==> config.mk <==
export PLATFORM = sky130hd
export DESIGN_NAME = imem_arbiter
export DESIGN_NICKNAME = d
export VERILOG_FILES = /design/src/rtl/imem_arbiter.sv
export SDC_FILE = /design/constraint.sdc
export NUM_CORES = 1
export LEC_CHECK = 0
export BUFFER_PORTS_ARGS = -buffer_cell sky130_fd_sc_hd__buf_2
export CORE_ASPECT_RATIO = 0.9
export CORE_MARGIN = 4
export CORE_UTILIZATION = 42
export DETAILED_ROUTE_END_ITERATION = 8
export HOLD_SLACK_MARGIN = 0.15
export PLACE_DENSITY_LB_ADDON = 0.2
export SLEW_MARGIN = 30
export SYNTH_ARGS = -nofsm -noshare
export SYNTH_HDL_FRONTEND = slang
export SYNTH_SLANG_ARGS = --single-unit
export TNS_END_PERCENT = 10
==> constraint.sdc <==
create_clock -name clk_i -period 2.25 [get_ports clk_i]
set_clock_uncertainty 0.1 [all_clocks]
set_input_delay 0.225 -clock clk_i [delete_from_list [all_inputs] [get_ports clk_i]]
set_output_delay 0.225 -clock clk_i [all_outputs]
set_load 0.01 [all_outputs]
==> src/rtl/imem_arbiter.sv <==
// imem_arbiter: shares the single-read-port instruction ROM between the fetch
// port (fixed priority) and a data/debug read port (starvation-protected).
//
// Ports:
//   clk_i, rst_ni             clock, async active-low reset
//   f_req_i/f_addr_i          fetch request and byte address
//   f_flush_i                 drop the fetch response due next cycle
//   f_gnt_o                   fetch grant (combinational)
//   f_rvalid_o/f_rdata_o/f_err_o  registered fetch response
//   d_req_i/d_addr_i          data request and byte address
//   d_gnt_o                   data grant (combinational)
//   d_rvalid_o/d_rdata_o/d_err_o  registered data response
//   mem_addr_o/mem_rdata_i    ROM address out, ROM data in (combinational ROM)
module imem_arbiter #(
   parameter int unsigned ADDR_WIDTH = 10,
   parameter int unsigned DATA_WIDTH = 32,
   parameter int unsigned MAX_WAIT   = 4
) (
   input  logic                  clk_i,
   input  logic                  rst_ni,
   input  logic                  f_req_i,
   input  logic [ADDR_WIDTH-1:0] f_addr_i,
   input  logic                  f_flush_i,
   output logic                  f_gnt_o,
   output logic                  f_rvalid_o,
   output logic [DATA_WIDTH-1:0] f_rdata_o,
   output logic                  f_err_o,
   input  logic                  d_req_i,
   input  logic [ADDR_WIDTH-1:0] d_addr_i,
   output logic                  d_gnt_o,
   output logic                  d_rvalid_o,
   output logic [DATA_WIDTH-1:0] d_rdata_o,
   output logic                  d_err_o,
   output logic [ADDR_WIDTH-1:0] mem_addr_o,
   input  logic [DATA_WIDTH-1:0] mem_rdata_i
);

   localparam int unsigned CNT_W = 4;
   localparam logic [CNT_W-1:0] MAX_WAIT_C = CNT_W'(MAX_WAIT);

   logic [CNT_W-1:0] wait_cnt;
   logic [CNT_W-1:0] wait_cnt_nxt;
   logic             force_d;

   // Fixed-priority arbitration with forced data grant once the wait budget is spent
   always_comb begin
      force_d    = d_req_i & (wait_cnt == MAX_WAIT_C);
      d_gnt_o    = d_req_i & (~f_req_i | force_d);
      f_gnt_o    = f_req_i & ~force_d;
      mem_addr_o = d_gnt_o ? d_addr_i : f_addr_i;
   end

   // Count consecutive denied data cycles; withdrawal or grant restarts the window
   always_comb begin
      wait_cnt_nxt = '0;
      if (d_req_i && !d_gnt_o) begin
         if (wait_cnt != MAX_WAIT_C) begin
            wait_cnt_nxt = wait_cnt + CNT_W'(1);
         end else begin
            wait_cnt_nxt = wait_cnt;
         end
      end
   end

   always_ff @(posedge clk_i or negedge rst_ni) begin
      if (!rst_ni) begin
         wait_cnt <= '0;
      end else begin
         wait_cnt <= wait_cnt_nxt;
      end
   end

   // Fetch response register; a flush suppresses valid but the ROM slot is spent
   always_ff @(posedge clk_i or negedge rst_ni) begin
      if (!rst_ni) begin
         f_rvalid_o <= 1'b0;
         f_rdata_o  <= '0;
         f_err_o    <= 1'b0;
      end else begin
         f_rvalid_o <= f_gnt_o & ~f_flush_i;
         if (f_gnt_o) begin
            f_rdata_o <= mem_rdata_i;
            f_err_o   <= (f_addr_i[1:0] != 2'b00);
         end
      end
   end

   // Data response register
   always_ff @(posedge clk_i or negedge rst_ni) begin
      if (!rst_ni) begin
         d_rvalid_o <= 1'b0;
         d_rdata_o  <= '0;
         d_err_o    <= 1'b0;
      end else begin
         d_rvalid_o <= d_gnt_o;
         if (d_gnt_o) begin
            d_rdata_o <= mem_rdata_i;
            d_err_o   <= (d_addr_i[1:0] != 2'b00);
         end
      end
   end

endmodule

== Word-level counts from Yosys, hierarchy flattened ==
Index checks and enable logic that the tools add are counted.

* Reduce and logical (&&, ||, !) cells: 4
* Add/subtract/negate cells: 1
* Bitwise gates (word level): 8
* Muxes and demuxes: 3
* Eq/ne operators: 3

{| class="wikitable"
|+ Operators with widths
! operator !! number
|-
| two-way mux 10 bit || 1
|-
| two-way mux 4 bit || 2
|-
| adder 4 x 1 -> 4 bit, second input constant || 1
|-
| AND 1 bit || 4
|-
| == test 4 x 3 -> 1 bit, second input constant || 1
|-
| != test 4 x 3 -> 1 bit, second input constant || 1
|-
| nonzero test 2 bit || 2
|-
| inverter 1 bit || 3
|-
| != test 2 x 1 -> 1 bit, second input constant || 1
|-
| logical AND 1 bit || 1
|-
| logical NOT 1 bit || 1
|-
| bitwise OR 1 bit || 1
|}

* Word-level logic and storage cells: 26
* Bits in registers: 72
* Output and inout bits: 80
* Bits of input ports: 57

== Longest topological paths before layout ==
Gate-level depths: netlist of the first run.

* Depth in word-level cells: 7
* Mapped depth: 7
* Mapped depth without buffers: 6

== Worst setup path before layout of the first run ==
No wires, ideal clock.

* Path kind: reg-to-output
* From: register wait_cnt[0]
* To: output mem_addr_o[0]
* Data arrival time: 1.588 ns
* Data required time: 1.925 ns
* Slack: 0.337 ns
* Buffers on the path: 1
* Stages on the path, launching flop included: 7
* Path through: dfrtp_1 inv_1 ha_1 nand3b_1 a21boi_4 buf_6 mux2_2

* Cells in the longest elaborated chain, start to end: 5

{| class="wikitable"
|+ Ends and longest elaborated chain
! item !! line !! source
|-
| start: declaration || 41 || <nowiki>logic [CNT_W-1:0] wait_cnt;</nowiki>
|-
| start signal: assignment || 69 || <nowiki>wait_cnt <= wait_cnt_nxt;</nowiki>
|-
| == test 4 x 3 -> 1 bit || 47 || <nowiki>force_d = d_req_i & (wait_cnt == MAX_WAIT_C);</nowiki>
|-
| AND 1 bit || 47 ||
|-
| bitwise OR 1 bit || 48 || <nowiki>d_gnt_o = d_req_i & (~f_req_i | force_d);</nowiki>
|-
| AND 1 bit || 48 ||
|-
| via d_gnt_o || 30 || <nowiki>output logic d_gnt_o,</nowiki>
|-
| two-way mux 10 bit || 50 || <nowiki>mem_addr_o = d_gnt_o ? d_addr_i : f_addr_i;</nowiki>
|-
| end: declaration || 34 || <nowiki>output logic [ADDR_WIDTH-1:0] mem_addr_o,</nowiki>
|}

The timed path passes the listed nets, and every way through them passes these cells.

== Worst setup path in the final report of the first run ==
* From: register wait_cnt[0]
* To: output mem_addr_o[5]

* Cells in the longest elaborated chain, start to end: 5

{| class="wikitable"
|+ Ends and longest elaborated chain
! item !! line
|-
| == test 4 x 3 -> 1 bit || 47
|-
| AND 1 bit || 47
|-
| bitwise OR 1 bit || 48
|-
| AND 1 bit || 48
|-
| two-way mux 10 bit || 50
|}

No other way between the ends.

==> run_results.csv, run 1 <==
group,metric,value,unit
cts,cts_root_buffer,"clkbuf_8",
detailed_routing,dr.pass1.iters,3,
pwr,peakVddDrop,450,uV
final_layout,fin_nets,426,
synthesis,synth_compound_area_frac,0.0100,
final_layout,final_common_cell,"buf_2",
synthesis,synth_edf_count,0,
synthesis,syn_area_per_cell,16.4,sq um
cts,cts.clk_slew.worst_paths,0.07,ns
synthesis,yosysWarnings,0,
setup_path,cp-start-kind,"flip-flop",
detailed_routing,post-route-drc-count,0,
cts,clkSinkCount,72,
placed_design,gp_congestion,0.682,
synthesis,synthCells,176,
detailed_routing,drt_iter0_markers,48,
cts,cts_tree,"yes",
die,num_rows,28,
setup_path,path_max_fanout,8,
synthesis,synth_cell_type_count,19,
cts,h-tree-depth,3,
synthesis,yosys-mux-area-fraction,0.296,
timing,tightest_slew,0.380,ns
detailed_routing,vias,2140,
placed_design,post-place-ws,0.198,ns
die,dieHeight,86.5,microns
grt,grt_pass1_vias,2268,
synthesis,ys_async_sr_fraction,1.00,
cts,clk_latency,0.33,ns
detailed_routing,ant_nets,0,
synthesis,synth_top_family_by_area,"multiplexers",
setup_path,cp.required,1.92,ns
detailed_routing,routed_via_density,4.66,
grt,antenna_found_initial,0,
final_layout,area_delta_synth_final,52.5,%
pwr,power.density,695,nW/um^2
placed_design,port_buffers,136,
synthesis,synth_simple_gate_area_frac,0.0230,
timing,timing.fmax,0.446,GHz
grt,grt_first_pass_wirelength,11300,microns
timing,setup_violations,0,
timing,relSlewSlack,0.747,
synthesis,synthFlopType,"dfrtp_1",
cts,cts_buffers,9,
synthesis,synth_fa_ha_area_frac,0.00870,
die,die_w,95.3,microns
timing,slew_violations,0,
run,drv_cap,0,
final_layout,fill_cells,496,
grt,grt_max_degree,73,
setup_path,crit_type,"reg2out",
timing,hold_viol_final,0,
final_layout,antennaDiodeCount,0,
timing,worst_slack,0.00849,ns
final_layout,postLayoutCoreUtil,0.663,
grt,overflow,0,
timing,fin_crit,2.24,ns
timing,rsz0062_at_grt,"yes",
synthesis,ys_ff_latch,72,
detailed_routing,drt_wl_total,7130,microns
grt,grt_use_total,0.181,
status,status,"complete, no violations",
die,die-area,8240,sq um
setup_path,arrival,1.92,ns
placed_design,dpl.hpwl,4550,microns
final_layout,final_cell_mix,"buf_2 (126), dfrtp_1 (72), mux2_2 (59), dlygate4sd3_1 (39), mux2_4 (12)",
synthesis,synth_fp_nets,235,
synthesis,yosysSeqAreaShare,0.626,
timing,period_share,0.996,
final_layout,drive_above_1_share,0.634,
die,initial_core_util,0.435,
detailed_routing,wl_per_cell,15.5,microns
die,io_pins,137,
synthesis,synth_xor_area_frac,0.00609,
cts,clockBufferDepth,2,
synthesis,syn_area,2880,sq um
die,coreArea,6620,sq um
pwr,p_leak,0.00214,uW
worst_hold_path,hold_path.class,"in2reg",
setup_path,endpoint_kind,"output pin",
-- power breakdown --
part | switching, uW | internal (uW)
combinational | 297 | 375
sequential | 73.4 | 1440
clock | 419 | 441
-- worst paths after layout --
kind | slack, ns | endpoint | cells after the start | startpoint
min in group asynchronous | 0.34 | f_rdata_o[18] | 3 | rst_ni
hold / removal | 0.17 | f_err_o | 3 | f_req_i
max in group asynchronous | 1.40 | d_rdata_o[5] | 3 | rst_ni
hold reg to reg | 0.38 | d_rdata_o[9] | 1 | d_rdata_o[9]
setup reg to reg | 0.12 | d_rdata_o[22] | 8 | wait_cnt[0]
setup / recovery | 0.008 | mem_addr_o[5] | 7 | wait_cnt[0]
-- layout make-up --
cell class / count / area (sq um) / share of cell area
clock buffer: 12 / 155 / 0.0354
clock inverter: 1 / 5.00 / 0.00114
inverter: 4 / 20.0 / 0.00456
multi-input combinational: 94 / 1030 / 0.234
sequential: 72 / 1800 / 0.411
tap: 90 / 113 / 0.0257
timing repair buffer: 186 / 1260 / 0.288
-- sequential cells by signal, summed over array words and instances, names as in the netlist --
register,cells
d_rdata_o,32
wait_cnt,4
f_rdata_o,32
d_err_o,1
d_rvalid_o,1
f_err_o,1
f_rvalid_o,1
-- cell families after synthesis --
group | after synthesis
mux | 75
flops | 72
simple gates | 12
buf+inv | 10
compound gates | 3
xor+xnor | 2
fa+ha+maj | 2
-- metrics by stage --
| step | instances | area, sq um | TNS (ns) | power (uW) | hold slack [ns] |
|---|---|---|---|---|---|
| floorplan | 176 | 2880 | 0 | 1820 | -0.171 |
| global placement | 399 | 3650 | 0 | 2100 | 0.185 |
| detailed placement | 399 | 3650 | 0 | 2120 | 0.184 |
| CTS | 460 | 4420 | -0.211 | 3100 | 0.154 |
| global route | 459 | 4390 | -0.759 | 3210 | 0.170 |
| finish | 459 | 4390 | 0 | 3050 | 0.175 |
-- what timing repair did --
action / 4_1_cts / 5_1_grt
buffers inserted: 7 / 1
resized for setup: 24 / 1
cloned: 2 / 0
endpoints found under the hold margin: 143 / 0
hold buffers: 39 / 0
endpoints found under the setup margin: 10 / 10
pin swaps: 1 / 1
-- per-layer routing --
metal	track usage	wire length, microns	vias to the layer above
li1	-	-	997
met1	0.215	2840	1047
met2	0.305	3560	87
met3	0.0677	627	9
met4	0.0564	105	0
met5	0	0	-
-- cells in the mapped netlist, types with 2 or more instances --
library cell,instances,area (sq um)
mux2_4,2,30.0
mux2_2,69,777
nand3_1,2,10.0
ha_1,2,25.0
dfrtp_1,72,1800
mux2_1,3,33.8
inv_1,3,11.3
nor2_1,6,22.5
a21oi_1,2,10.0
buf_6,6,67.6
-- critical path, cell delays in order, from the launching register on --
cell and delay [ns]:
dfrtp_1 0.38, inv_1 0.06, ha_2 0.17, nand3b_1 0.14
a21boi_4 0.22, buf_8 0.17, mux2_4 0.31, buf_6 0.12
Power figures use the tool's default switching activity.
==> run 2, diff against run 1 <==
--- a/config.mk
+++ b/config.mk
@@ -11,7 +11,7 @@
 export CORE_UTILIZATION = 42
 export DETAILED_ROUTE_END_ITERATION = 8
 export HOLD_SLACK_MARGIN = 0.15
-export PLACE_DENSITY_LB_ADDON = 0.2
+export PLACE_DENSITY = 0.74
 export SLEW_MARGIN = 30
 export SYNTH_ARGS = -nofsm -noshare
 export SYNTH_HDL_FRONTEND = slang
==> run 2 against run 1 <==
The run now ends with negative setup slack left; setup slack worse by 0.055 ns; sequential cell count unchanged; sequential power about the same.
==> run_results.csv, run 2 (synthesized netlist as in run 1, its figures left out) <==
group,metric,value,unit
status,status,"complete, but fails checks",
status,violations,"negative setup slack",
cts,cts_tree,"yes",
detailed_routing,drt_iter0_markers,62,
placed_design,dpl.hpwl,4620,microns
pwr,power.density,794,nW/um^2
detailed_routing,post-route-drc-count,0,
placed_design,place_area,3650,sq um
final_layout,antennaDiodeCount,0,
grt,grt_first_pass_wirelength,11300,microns
cts,clockBufferDepth,2,
die,dieHeight,86.5,microns
detailed_routing,vias,2163,
final_layout,top_regs,"d_rdata_o: 32 flops, f_rdata_o: 32 flops, wait_cnt: 4 flops",
grt,grt_max_degree,73,
grt,antenna_found_initial,0,
timing,setup_violations,10,
setup_path,cp-start-kind,"flip-flop",
die,die-area,8240,sq um
setup_path,endpoint_kind,"output pin",
detailed_routing,drt_wl_total,7040,microns
die,die_w,95.3,microns
grt,grt_pass1_vias,2352,
detailed_routing,ant_nets,0,
timing,period_share,1.02,
die,initial_core_util,0.435,
setup_path,arrival,1.97,ns
cts,h-tree-depth,3,
timing,hold_viol_final,0,
cts,cts_buffers,9,
setup_path,path_max_fanout,12,
final_layout,fin_area,4400,sq um
timing,timing.fmax,0.435,GHz
timing,relSlewSlack,0.754,
detailed_routing,dr.pass1.iters,4,
timing,rsz0062_at_grt,"yes",
final_layout,fin_nets,426,
final_layout,postLayoutCoreUtil,0.664,
cts,cts_root_buffer,"clkbuf_8",
final_layout,area_delta_synth_final,52.8,%
cts,cts_resized,0,
placed_design,placed_cells,399,
timing,worst_slack,-0.0465,ns
pwr,p_leak,0.00213,uW
detailed_routing,routed_via_density,4.68,
timing,slew_violations,0,
die,coreArea,6620,sq um
pwr,peakVddDrop,454,uV
setup_path,cp.required,1.92,ns
cts,clkSinkCount,72,
setup_path,critPathBufInv,3,
worst_hold_path,hold_path.class,"in2async",
timing,holdWs,0.345,ns
setup_path,path_cells,"inv_1 > ha_1 > nand3b_1 > a21boi_4 > buf_12 > mux2_2 > buf_2",
final_layout,final_cell_mix,"buf_2 (136), dfrtp_1 (72), mux2_2 (69), dlygate4sd3_1 (40), clkbuf_8 (10)",
setup_path,crit_slowest_cell,"dfrtp_1",
timing,fin_crit,2.30,ns
grt,overflow,0,
die,io_pins,137,
timing,tightest_slew,0.370,ns
run,drv_cap,0,
setup_path,path_delay_family,"flip-flops",
placed_design,gp_congestion,0.792,
die,num_rows,28,
cts,clk_latency,0.33,ns
setup_path,crit_type,"reg2out",
detailed_routing,wl_per_cell,15.2,microns
placed_design,port_buffers,136,
final_layout,final_common_cell,"buf_2",
final_layout,final_cells,462,
final_layout,drive_above_1_share,0.632,
cts,cts.clk_slew.worst_paths,0.07,ns
setup_path,cpPeakStageDelay,0.41,ns
grt,grt_use_total,0.179,
==> run 2: worst paths after layout <==
path / from / end / slack [ns] / cells after the start
max: wait_cnt[0] / mem_addr_o[5] / -0.05 / 7
min: rst_ni / f_rdata_o[14] / 0.34 / 3
max reg2reg: wait_cnt[0] / d_rdata_o[28] / 0.19 / 8
min reg2reg: d_rdata_o[9] / d_rdata_o[9] / 0.39 / 1
max in group asynchronous: rst_ni / d_rdata_o[9] / 1.42 / 3
min in group clk_i: d_rdata_o[9] / d_rdata_o[9] / 0.39 / 1
==> run 2: power breakdown <==
part / internal, uW / switching [uW]
combinational: 349 / 286
sequential: 1440 / 73.6
clock: 880 / 458
==> run 2: per-stage QoR <==
| step | total power (uW) | setup slack [ns] | setup TNS (ns) |
|---|---|---|---|
| floorplan | 1820 | 0.337 | 0 |
| global placement | 2100 | 0.275 | 0 |
| detailed placement | 2120 | 0.221 | 0 |
| CTS | 3530 | -0.0117 | -0.0496 |
| global route | 3650 | -0.140 | -1.33 |
| finish | 3490 | -0.0465 | -0.356 |
==> run 2: final cells by class <==
class	instances	area, sq um
Inverter	4	20.0
Tap cell	90	113
Fill cell	505	2220
Clock buffer	11	141
Multi-Input combinational cell	94	988
Clock inverter	5	128
Timing Repair Buffer	186	1210
Sequential cell	72	1800
==> run 2: metal layers <==
| layer | GRT usage | part of all wire |
|---|---|---|
| met4 | 0.0577 | 0.015 |
| met3 | 0.0590 | 0.057 |
| met2 | 0.322 | 0.55 |
| met5 | 0 | 0 |
| met1 | 0.198 | 0.37 |
==> run 2: timing repair <==
item / 4_1_cts / 5_1_grt
endpoints found under the setup margin: 10 / 10
hold buffers: 40 / 0
endpoints found under the hold margin: 143 / 0
gates cloned: 1 / 0
buffers inserted: 3 / 3
pin swaps: 1 / 1
==> run 2: worst reg2reg max path, stage by stage (launching register included) <==
cell	delay (ns)
dfrtp_1	0.41
inv_1	0.07
ha_1	0.16
nand3b_1	0.15
a21boi_4	0.22
buf_4	0.13
buf_4	0.10
bufbuf_16	0.28
mux2_2	0.34
==> run 3, diff against run 2 <==
--- a/config.mk
+++ b/config.mk
@@ -6,7 +6,7 @@
 export NUM_CORES = 1
 export LEC_CHECK = 0
 export BUFFER_PORTS_ARGS = -buffer_cell sky130_fd_sc_hd__buf_2
-export CORE_ASPECT_RATIO = 0.9
+export CAP_MARGIN = 20
 export CORE_MARGIN = 4
 export CORE_UTILIZATION = 42
 export DETAILED_ROUTE_END_ITERATION = 8
==> run 3 against run 2 <==
The flow still finishes with violations (negative setup slack); total power fell by 7.4%; maximum frequency down 0.17%; largest cell class unchanged; highest routed layer unchanged; cell count is 1.7% lower; die area about the same; routed wire length up 7.4%; global-route usage up 0.50 points; sequential power about the same; non-clock buffer count rose by 5; worst hold slack improved by 0.019 ns; sequential cell count is the same.
==> run_results.csv, run 3 (synthesized netlist as in run 1, its figures left out) <==
group,metric,value,unit
final_layout,final_cells,454,
setup_path,endpoint_kind,"output pin",
cts,cts_buffers,9,
die,io_pins,137,
final_layout,top_regs,"d_rdata_o: 32 flops, f_rdata_o: 32 flops, wait_cnt: 4 flops",
cts,clkSinkCount,72,
placed_design,post-place-ws,0.211,ns
timing,setup_violations,10,
setup_path,path_max_fanout,5,
pwr,peakVddDrop,407,uV
timing,fin_crit,2.30,ns
final_layout,antennaDiodeCount,0,
grt,grt_pass1_vias,2413,
final_layout,drive_above_1_share,0.637,
cts,h-tree-depth,3,
setup_path,arrival,1.98,ns
cts,clk_latency,0.32,ns
die,die-area,8240,sq um
cts,clockBufferDepth,2,
timing,period_share,1.02,
die,initial_core_util,0.443,
setup_path,cpMostUsedCell,"buf_6",
setup_path,cpPeakStageDelay,0.38,ns
detailed_routing,routed_via_density,4.87,
detailed_routing,dr.pass1.iters,4,
timing,hold_viol_final,0,
cts,cts.clk_slew.worst_paths,0.08,ns
grt,grt_first_pass_wirelength,11900,microns
timing,tightest_slew,0.377,ns
grt,grt_use_total,0.184,
detailed_routing,drt_wl_total,7560,microns
final_layout,final_cell_mix,"buf_2 (126), dfrtp_1 (72), mux2_2 (59), dlygate4sd3_1 (40)",
timing,rsz0062_at_grt,"yes",
detailed_routing,ant_nets,0,
setup_path,path_cells,"inv_1 > ha_2 > nand3b_1 > a21boi_4 > buf_6 > buf_12 > mux2_4 > buf_6",
final_layout,final_common_cell,"buf_2",
status,violations,"negative setup slack",
setup_path,crit_type,"reg2out",
die,coreArea,6490,sq um
status,status,"complete, but fails checks",
grt,grt_max_degree,73,
cts,cts_tree,"yes",
setup_path,critPathBufInv,4,
die,num_rows,29,
pwr,power.density,719,nW/um^2
worst_hold_path,hold_path.class,"in2async",
placed_design,dpl.hpwl,4540,microns
detailed_routing,drt_iter0_markers,41,
placed_design,gp_congestion,0.720,
die,die_w,90.8,microns
cts,cts_root_buffer,"clkbuf_8",
setup_path,path_delay_family,"buffers and inverters",
grt,overflow,0,
setup_path,cp-start-kind,"flip-flop",
pwr,p_leak,0.00220,uW
placed_design,port_buffers,136,
die,dieHeight,90.8,microns
final_layout,area_delta_synth_final,56.1,%
run,drv_cap,0,
timing,relSlewSlack,0.749,
grt,antenna_found_initial,0,
timing,slew_violations,0,
detailed_routing,post-route-drc-count,0,
placed_design,placed_cells,386,
detailed_routing,wl_per_cell,16.6,microns
detailed_routing,vias,2210,
setup_path,cp.required,1.92,ns
setup_path,crit_slowest_cell,"dfrtp_1",
timing,worst_slack,-0.0505,ns
timing,timing.fmax,0.435,GHz
final_layout,fin_nets,431,
-- run 3: cell types whose count changed in the layout (fill, tap and decap cells not counted), moves of 2 or more --
cell | before | now
buf_2 | 136 | 126
mux2_2 | 69 | 59
mux2_4 | 2 | 12
clkinv_2 | 0 | 2
bufinv_16 | 4 | 1
buf_6 | 0 | 12
-- run 3: area by class of cell --
cell class / count / area [sq um]
Clock inverter: 3 / 40.0
Clock buffer: 13 / 159
Multi-Input combinational cell: 94 / 1030
Tap cell: 77 / 96.3
Fill cell: 467 / 2000
Inverter: 4 / 20.0
Sequential cell: 72 / 1800
Timing Repair Buffer: 191 / 1350
-- run 3: metal layers --
metal	wire (microns)	vias up	global-route usage
li1	-	1016	-
met1	2940	1082	0.204
met2	3960	94	0.323
met3	481	18	0.0525
met4	176	0	0.0867
met5	0	-	0
-- run 3: final timing paths --
kind	startpoint	end	slack, ns	cells past startpoint
setup / recovery	wait_cnt[1]	mem_addr_o[2]	-0.05	8
hold / removal	rst_ni	d_rdata_o[25]	0.36	3
setup reg to reg	wait_cnt[1]	d_rdata_o[3]	0.21	8
hold reg to reg	d_rdata_o[9]	d_rdata_o[9]	0.39	1
max in group asynchronous	rst_ni	d_rdata_o[3]	1.38	3
min in group clk_i	d_rdata_o[9]	d_rdata_o[9]	0.39	1
-- run 3: tightest hold or removal path: stages --
cell,delay (ns)
dlygate4sd3_1,0.52
buf_2,0.12
buf_12,0.33
-- run 3: power breakdown --
part	internal, uW	switching (uW)
logic	388	305
clock network	571	452
registers	1440	72.0
-- run 3: per-stage QoR --
stage	setup TNS, ns	hold WS [ns]	area [sq um]	total power (uW)	util
6_report	-0.411	0.363	4490	3230	0.692
5_1_grt	-1.30	0.385	4490	3410	0.692
4_1_cts	-0.413	0.367	4370	3230	0.673
3_5_place_dp	0	0.183	3650	2120	0.562
3_3_place_gp	0	0.181	3650	2100	0.562
2_1_floorplan	0	-0.171	2880	1820	-
-- run 3: repair_timing --
item | 4_1_cts | 5_1_grt
cloned | 2 | 0
hold buffers | 40 | 0
pin swaps | 1 | 1
hold endpoints to repair | 143 | 0
buffers inserted | 7 | 3
gates resized for setup | 1 | 23
endpoints found under the setup margin | 10 | 10
